`config.mk`:
```
export PLATFORM = sky130hd
export DESIGN_NAME = uart_transmitter
export DESIGN_NICKNAME = d
export VERILOG_FILES = /design/src/rtl/uart_pkg.sv /design/src/rtl/uart_baud_gen.sv /design/src/rtl/uart_transmitter.sv
export SDC_FILE = /design/constraint.sdc
export NUM_CORES = 1
export LEC_CHECK = 0
export CAP_MARGIN = 20
export CORE_MARGIN = 2
export CORE_UTILIZATION = 40
export DETAILED_ROUTE_END_ITERATION = 12
export GPL_TIMING_DRIVEN = 0
export SLEW_MARGIN = 40
export SYNTH_ARGS = -nofsm -noshare
export SYNTH_HDL_FRONTEND = slang
export SYNTH_HIERARCHICAL = 1
export SYNTH_SLANG_ARGS = --single-unit
```
`constraint.sdc`:
```
create_clock -name input_clk -period 2.7 [get_ports input_clk]
set_input_delay 0.675 -clock input_clk [delete_from_list [all_inputs] [get_ports input_clk]]
set_output_delay 0.675 -clock input_clk [all_outputs]
set_load 0.03 [all_outputs]
```
`src/rtl/uart_pkg.sv`:
```
// Shared types and constants for the UART transmitter: FSM states, default rates, bit-period helper.
package uart_pkg;

  localparam int unsigned DEF_CLK_FREQ_HZ = 100_000_000;
  localparam int unsigned DEF_BAUD_RATE   = 9600;

  typedef enum logic [2:0] {
    IDLE,
    START,
    DATA,
`ifdef UART_TX_PARITY_EN
    PARITY,
`endif
    STOP
  } tx_state_e;

  // Rounded integer division so non-integral ratios land on the nearest clock count.
  function automatic int unsigned calc_divisor(input int unsigned clk_hz, input int unsigned baud);
    return (clk_hz + baud / 2) / baud;
  endfunction

endpackage

```
`src/rtl/uart_baud_gen.sv`:
```
// Bit-period timer: one-clock bit_tick_o every DIVISOR clocks while enabled, synchronously restartable.
module uart_baud_gen #(
  parameter int unsigned DIVISOR = 10417
) (
  input  logic clk_i,
  input  logic rst_i,
  input  logic en_i,
  input  logic restart_i,
  output logic bit_tick_o
);

  localparam int unsigned CW = (DIVISOR > 1) ? $clog2(DIVISOR) : 1;

  logic [CW-1:0] cnt_q, cnt_d;
  logic          wrap;

  assign wrap       = (cnt_q == CW'(DIVISOR - 1));
  assign bit_tick_o = en_i && !restart_i && wrap;

  // Counter parks at zero when disabled so each frame starts from a clean period.
  always_comb begin
    cnt_d = cnt_q;
    if (restart_i || !en_i) begin
      cnt_d = '0;
    end else if (wrap) begin
      cnt_d = '0;
    end else begin
      cnt_d = cnt_q + 1'b1;
    end
  end

  always_ff @(posedge clk_i or posedge rst_i) begin
    if (rst_i) begin
      cnt_q <= '0;
    end else begin
      cnt_q <= cnt_d;
    end
  end

endmodule

```
`src/rtl/uart_transmitter.sv`:
```
// UART transmitter, 8N1 LSB first; an even-parity bit is inserted when UART_TX_PARITY_EN is defined.
// Tx/busy change on the accepting edge (1-clock latency); trans_en is ignored while busy.
module uart_transmitter
  import uart_pkg::*;
#(
  parameter int unsigned CLK_FREQ_HZ = DEF_CLK_FREQ_HZ,
  parameter int unsigned BAUD_RATE   = DEF_BAUD_RATE
) (
  input  logic       input_clk,
  input  logic       reset,
  input  logic       trans_en,
  input  logic [7:0] data_out,
  output logic       Tx,
  output logic       busy
);

  localparam int unsigned DIVISOR = calc_divisor(CLK_FREQ_HZ, BAUD_RATE);

  tx_state_e  state_q, state_d;
  logic [7:0] shift_q, shift_d;
  logic [2:0] idx_q, idx_d;
  logic       restart;
  logic       bit_tick;
`ifdef UART_TX_PARITY_EN
  logic       par_q, par_d;
`endif

  assign busy = (state_q != IDLE);

  uart_baud_gen #(.DIVISOR(DIVISOR)) u_baud_gen (
    .clk_i      (input_clk),
    .rst_i      (reset),
    .en_i       (busy),
    .restart_i  (restart),
    .bit_tick_o (bit_tick)
  );

  always_comb begin
    state_d = state_q;
    shift_d = shift_q;
    idx_d   = idx_q;
    restart = 1'b0;
`ifdef UART_TX_PARITY_EN
    par_d   = par_q;
`endif
    case (state_q)
      IDLE: begin
        if (trans_en) begin
          state_d = START;
          shift_d = data_out;
          idx_d   = 3'd0;
          restart = 1'b1;
`ifdef UART_TX_PARITY_EN
          par_d   = ^data_out;
`endif
        end
      end
      START: begin
        if (bit_tick) state_d = DATA;
      end
      DATA: begin
        if (bit_tick) begin
          shift_d = {1'b0, shift_q[7:1]};
          idx_d   = idx_q + 3'd1;
          if (idx_q == 3'd7) begin
`ifdef UART_TX_PARITY_EN
            state_d = PARITY;
`else
            state_d = STOP;
`endif
          end
        end
      end
`ifdef UART_TX_PARITY_EN
      PARITY: begin
        if (bit_tick) state_d = STOP;
      end
`endif
      STOP: begin
        if (bit_tick) state_d = IDLE;
      end
      default: state_d = IDLE;
    endcase
  end

  always_ff @(posedge input_clk or posedge reset) begin
    if (reset) begin
      state_q <= IDLE;
      shift_q <= '0;
      idx_q   <= '0;
`ifdef UART_TX_PARITY_EN
      par_q   <= 1'b0;
`endif
    end else begin
      state_q <= state_d;
      shift_q <= shift_d;
      idx_q   <= idx_d;
`ifdef UART_TX_PARITY_EN
      par_q   <= par_d;
`endif
    end
  end

  // Line level decoded from registered state only, so reset forces it high immediately.
  always_comb begin
    Tx = 1'b1;
    case (state_q)
      START:   Tx = 1'b0;
      DATA:    Tx = shift_q[0];
`ifdef UART_TX_PARITY_EN
      PARITY:  Tx = par_q;
`endif
      default: Tx = 1'b1;
    endcase
  end

endmodule

```
; After elaboration in Yosys (flattened, before gate mapping)
; Index checks and enable logic that the tools add are counted.
[classes]
mux = 17
n_reduce_logical = 10
addsub = 2
n_eq_ne = 10
[ops]
columns = op, count
row1 = $mux W14, 2
row2 = $mux W3, 7
row3 = $mux W8, 2
row4 = $pmux W8 S2, 1
row5 = $add A14 B1 Y14 const B, 1
row6 = $eq A14 B14 Y1 const B, 1
row7 = $pmux W3 S4, 1
row8 = $ne A2 B2 Y1 const B, 5
row9 = $eq A3 B2 Y1 const B, 2
row10 = $pmux W3 S2, 1
row11 = $reduce_and A5 Y1, 1
row12 = $add A3 B1 Y3 const B, 1
row13 = $eq A3 B1 Y1 const B, 1
row14 = $eq A3 B3 Y1 const B, 1
row15 = $logic_not A3 Y1, 1
row16 = $reduce_and A3 Y1, 1
row17 = $reduce_bool A3 Y1, 1
row18 = $logic_and A1 B1 Y1, 2
row19 = $logic_not A1 Y1, 2
row20 = $mux W1, 2
row21 = $pmux W1 S2, 1
row22 = $reduce_bool A2 Y1, 1
row23 = $logic_or A1 B1 Y1, 1
[totals]
ff_bits = 28
elab_cells = 43
out_inout_bits = 2
in_bits = 11

; Logic depth before layout (Yosys ltp)
[depth]
depth_word = 7
ltp_mapped = 8
mapped_depth_nobuf = 8

; By module
; Netlist, hierarchy kept.
[by_module_without_submodules]
columns = module, instances, cells_each, area_each_um2, seq_area_each_um2
row1 = uart_transmitter, 1, 63, 780.7, 325.3
row2 = uart_baud_gen, 1, 72, 738.2, 350.3

; Least setup slack after synthesis
; Ideal clock, no wire load.
[synth_path]
path_kind = input to register
from = input state_q[0]
to = register shift_q[0]
arrival_time_ps = 2155
path_slack_ps = 420
stages = 8
n_path_buf = 0
required_ps = 2575
setup_time_ps = 125
path_cell_list = dfrtp_1 inv_1 ha_1 inv_1 nor3b_1 and2b_2 nor2_8 mux2_2
[synth_via]
elab_cells_between_ends = 12
cone_classes = eq/ne: 3 / mux: 2 / reduce/logical: 7
[synth_lines]
columns = item, line
row1 = from (decl), uart_transmitter.sv:19  ; tx_state_e state_q, state_d;
row2 = $reduce_bool A3 Y1, uart_transmitter.sv:28  ; assign busy = (state_q != IDLE);
row3 = net busy, uart_transmitter.sv:14  ; output logic busy
row4 = $logic_and A1 B1 Y1 (2 in series), uart_baud_gen.sv:18  ; assign bit_tick_o = en_i && !restart_i && wrap;
row5 = net bit_tick, uart_transmitter.sv:23  ; logic bit_tick;
row6 = $ne A2 B2 Y1 (no source line), -
row7 = $reduce_and A3 Y1 (no source line), -
row8 = to (signal assigned), uart_transmitter.sv:96  ; shift_q <= shift_d;
row9 = to (decl), uart_transmitter.sv:20  ; logic [7:0] shift_q, shift_d;
; The timed path passes the listed nets, and every way through them passes these cells.
; A chain may end at the register's enable or synchronous reset.

; Final worst setup path
[layout_path]
from = input state_q[0]
to = output busy
[layout_via]
elab_chain_len = 1
[layout_lines]
columns = item, line
row1 = $reduce_bool A3 Y1, uart_transmitter.sv:28
row2 = to (decl), uart_transmitter.sv:14
; No other way between the ends.

==> load_flow_metrics.sql <==
INSERT INTO impl_metrics (metric_group, metric, value, unit) VALUES
('timing', 'min_period_over_period', '0.933', ''),
('route', 'detailroute.via_count', '993', ''),
('worst_setup_path', 'critical_path.most_common_cell', 'sky130_fd_sc_hd__inv_1', ''),
('timing', 'timing.fmax', '0.397', 'GHz'),
('timing', 'hold_slack', '513', 'ps'),
('worst_setup_path', 'timing.setup.critical_path_class', 'reg2out', ''),
('worst_setup_path', 'setup.worst_path.end_class', 'output pin', ''),
('cells_and_area', 'layout.cell_area.non_filler', '0.00174', 'mm^2'),
('timing', 'clock_skew', '4.48', 'ps'),
('placement', 'placed_cell_area', '0.00170', 'mm^2'),
('route', 'dr.first_iter.drc_count', '38', ''),
('timing', 'fin_tns_setup', '0', 'ps'),
('worst_setup_path', 'worstRegToRegCells', '8', ''),
('cells_and_area', 'drive_gt1_frac', '0.205', ''),
('flow_run', 'max_cap_violation_count', '0', ''),
('cts', 'tritoncts_buffers', '3', ''),
('worst_setup_path', 'crit_chain', 'inv_1 > ha_1 > inv_1 > clkdlybuf4s50_1', ''),
('min_path', 'worst_hold_path.endpoint', 'shift_q[4]', ''),
('timing', 'final_max_slew_viol_count', '0', ''),
('cells_and_area', 'final_nets', '171', ''),
('cells_and_area', 'mostFrequentLayoutCells', 'sky130_fd_sc_hd__dfrtp_1 (27), sky130_fd_sc_hd__mux2_2 (15), sky130_fd_sc_hd__nor2_1 (15)', ''),
('run_status', 'run_status', 'finished clean', ''),
('synthesis', 'seq_area_frac_synth', '0.445', ''),
('power', 'leakage', '0.795', 'nW'),
('worst_setup_path', 'r2r-start', 'u_baud_gen/cnt_q[0]', ''),
('route', 'route.final.wire_length', '2.52', 'mm'),
('die', 'core_area', '0.00366', 'mm^2'),
('synthesis', 'synth.cell_area', '0.00152', 'mm^2'),
('power', 'worst_ir_drop_vdd', '0.169', 'mV'),
('cells_and_area', 'layout.cells.most_common', 'sky130_fd_sc_hd__dfrtp_1', ''),
('worst_setup_path', 'critical_path.reg2reg.endpoint', 'shift_q[2]', ''),
('route', 'first_pass_iters', '4', ''),
('power', 'finalPower', '661', 'uW'),
('synthesis', 'synth-seq-cells', '27', ''),
('timing', 'rsz0062_at_grt', 'false', ''),
('cells_and_area', 'n_antenna_cell', '0', ''),
('die', 'floorplan.die_area', '0.00431', 'mm^2'),
('timing', 'worst_slew_pin_slew', '550', 'ps'),
('grt', 'grt.overflow.total', '0', ''),
('timing', 'setup_viol', '0', ''),
('route', 'routed_wire_length_per_instance', '12.7', 'um'),
('cts', 'clk_pin_slew_worst_paths', '90', 'ps'),
('grt', 'number_of_antenna_violations_at_the_first_check_in_global_routing', '0', ''),
('cells_and_area', 'non_filler_instance_count_after_layout', '199', ''),
('synthesis', 'yosys-top-cells-area', 'sky130_fd_sc_hd__dfrtp_1 (44%), sky130_fd_sc_hd__mux2_2 (11%), sky130_fd_sc_hd__ha_1 (6.6%)', ''),
('die', 'die_height', '65.6', 'um'),
('placement', 'port_buffers', '12', ''),
('placement', 'place_congestion', '0.762', ''),
('cts', 'insertion_delay', '270', 'ps'),
('cts', 'clock_sinks', '27', ''),
('grt', 'vias_in_the_first_global_route', '1036', ''),
('min_path', 'min_path_type', 'reg2reg', ''),
('grt', 'first_pass_grt_wire_length', '4.56', 'mm'),
('die', 'rows', '22', ''),
('placement', 'hpwl_reported_at_the_end_of_detailed_placement', '1.91', 'mm'),
('worst_setup_path', 'cp.arrival', '1850', 'ps'),
('cts', 'post_cts_hold_buffer_count', '0', ''),
('worst_setup_path', 'cpMaxStageDelayCell', 'sky130_fd_sc_hd__clkdlybuf4s50_1', ''),
('cells_and_area', 'syn_to_final_growth', '14.8', '%'),
('worst_setup_path', 'required', '2030', 'ps'),
('timing', 'slew_headroom', '0.633', ''),
('synthesis', 'synthesis.nets', '154', ''),
('cts', 'tritoncts', 'done', ''),
('synthesis', 'ys.warnings.count', '6', ''),
('grt', 'grt_util_all_layers', '0.135', ''),
('worst_setup_path', 'cpPeakStageDelay', '680', 'ps'),
('power', 'power_density', '379', 'mW/mm^2'),
('timing', 'layout_min_cycle_time', '2520', 'ps'),
('cts', 'clock_tree.root_cell', 'sky130_fd_sc_hd__clkbuf_8', ''),
('synthesis', 'synth_cell_types', '36', ''),
('synthesis', 'post-synth-top-area-fraction', '0.445', '');
[registers in the layout, summed over array words and instances (netlist names)]
| signal | cells |
|---|---|
| u_baud_gen/cnt_q | 14 |
| shift_q | 8 |
| idx_q | 3 |
| state_q | 2 |
[synthesized netlist by cell type]
library cell	number
sky130_fd_sc_hd__nor4b_2	1
sky130_fd_sc_hd__nand3_1	3
sky130_fd_sc_hd__nand4_1	4
sky130_fd_sc_hd__o41ai_1	1
sky130_fd_sc_hd__nor2_1	15
sky130_fd_sc_hd__a21oi_1	1
sky130_fd_sc_hd__xor2_1	5
sky130_fd_sc_hd__nor2_8	1
sky130_fd_sc_hd__nor3_1	2
sky130_fd_sc_hd__dfrtp_1	27
sky130_fd_sc_hd__nand4_4	1
sky130_fd_sc_hd__ha_1	8
sky130_fd_sc_hd__o21ai_0	5
sky130_fd_sc_hd__nor3b_1	3
sky130_fd_sc_hd__and4_4	1
sky130_fd_sc_hd__nand2b_1	1
sky130_fd_sc_hd__nor3_2	1
sky130_fd_sc_hd__nor4b_1	1
sky130_fd_sc_hd__buf_4	1
sky130_fd_sc_hd__o221ai_1	1
sky130_fd_sc_hd__mux2i_4	1
sky130_fd_sc_hd__xnor2_1	7
sky130_fd_sc_hd__and2_1	1
sky130_fd_sc_hd__nand2_1	6
sky130_fd_sc_hd__or3b_1	1
sky130_fd_sc_hd__nand4b_1	1
sky130_fd_sc_hd__o211a_1	1
sky130_fd_sc_hd__mux2_2	15
sky130_fd_sc_hd__and4bb_2	1
sky130_fd_sc_hd__nor2_2	1
sky130_fd_sc_hd__and2b_2	1
sky130_fd_sc_hd__nand3b_1	1
sky130_fd_sc_hd__buf_6	1
sky130_fd_sc_hd__inv_1	12
sky130_fd_sc_hd__buf_8	1
sky130_fd_sc_hd__o31ai_1	1
[per-stage QoR]
step            util  setup slack, ps
6_report       0.476              180
5_1_grt        0.476             3.37
4_1_cts        0.476              176
3_5_place_dp   0.464             -133
3_3_place_gp   0.464            -68.6
2_1_floorplan      -              420
[what timing repair did]
| action | in CTS | in global routing |
|---|---|---|
| endpoints found under the setup margin | 1 | 0 |
| buffers inserted | 0 | 0 |
| resized for setup | 1 | 0 |
[critical path: cells and delay by family, from the launching register on]
family     cells  cell delay [ps]
fa+ha+maj      1              280
flops          1              390
buf+inv        3              900
[metal layers]
layer  vias up  share of wire  GRT usage
met5         -              0          0
met3         2          0.018     0.0257
li1        493              -          -
met4         0         0.0071     0.0313
met2         9           0.50      0.232
met1       489           0.48      0.174
[where the power goes]
part	internal, mW	switching, mW	total [mW]
Sequential	0.404	0	0.404
Combinational	0.0169	0.0118	0.0287
Clock	0.103	0.125	0.228
Total	0.524	0.137	0.661
[worst max path at each step]
stage / start / endpoint / slack, ps / depth (start not counted)
after global placement: trans_en / shift_q[2] / -70 / 6
after global routing: u_baud_gen/cnt_q[0] / shift_q[2] / 3 / 8
after detailed placement: trans_en / shift_q[5] / -130 / 6
after CTS: state_q[0] / busy / 180 / 4
after floorplan: state_q[0] / shift_q[0] / 420 / 7
final: state_q[0] / busy / 180 / 4
[cell families (layout without fill, tap and decap cells)]
group,after synthesis,count (layout),synth area share
compound gates,10,10,0.0428
xor+xnor,12,12,0.0692
fa+ha+maj,8,8,0.0659
buf+inv,15,31,0.0519
flops,27,27,0.445
mux,16,16,0.126
simple gates,47,47,0.199
[final cells by class]
cell class | instances | area [um^2]
repair buffers | 12 | 119
well taps | 48 | 60.1
clock inverters | 1 | 5.00
flip-flops and latches | 27 | 676
multi-input cells | 93 | 764
clock buffers | 3 | 41.3
inverters | 12 | 45.0
plain buffers | 3 | 33.8
fillers | 334 | 1920
No activity file was read; power rests on OpenSTA's default activity.
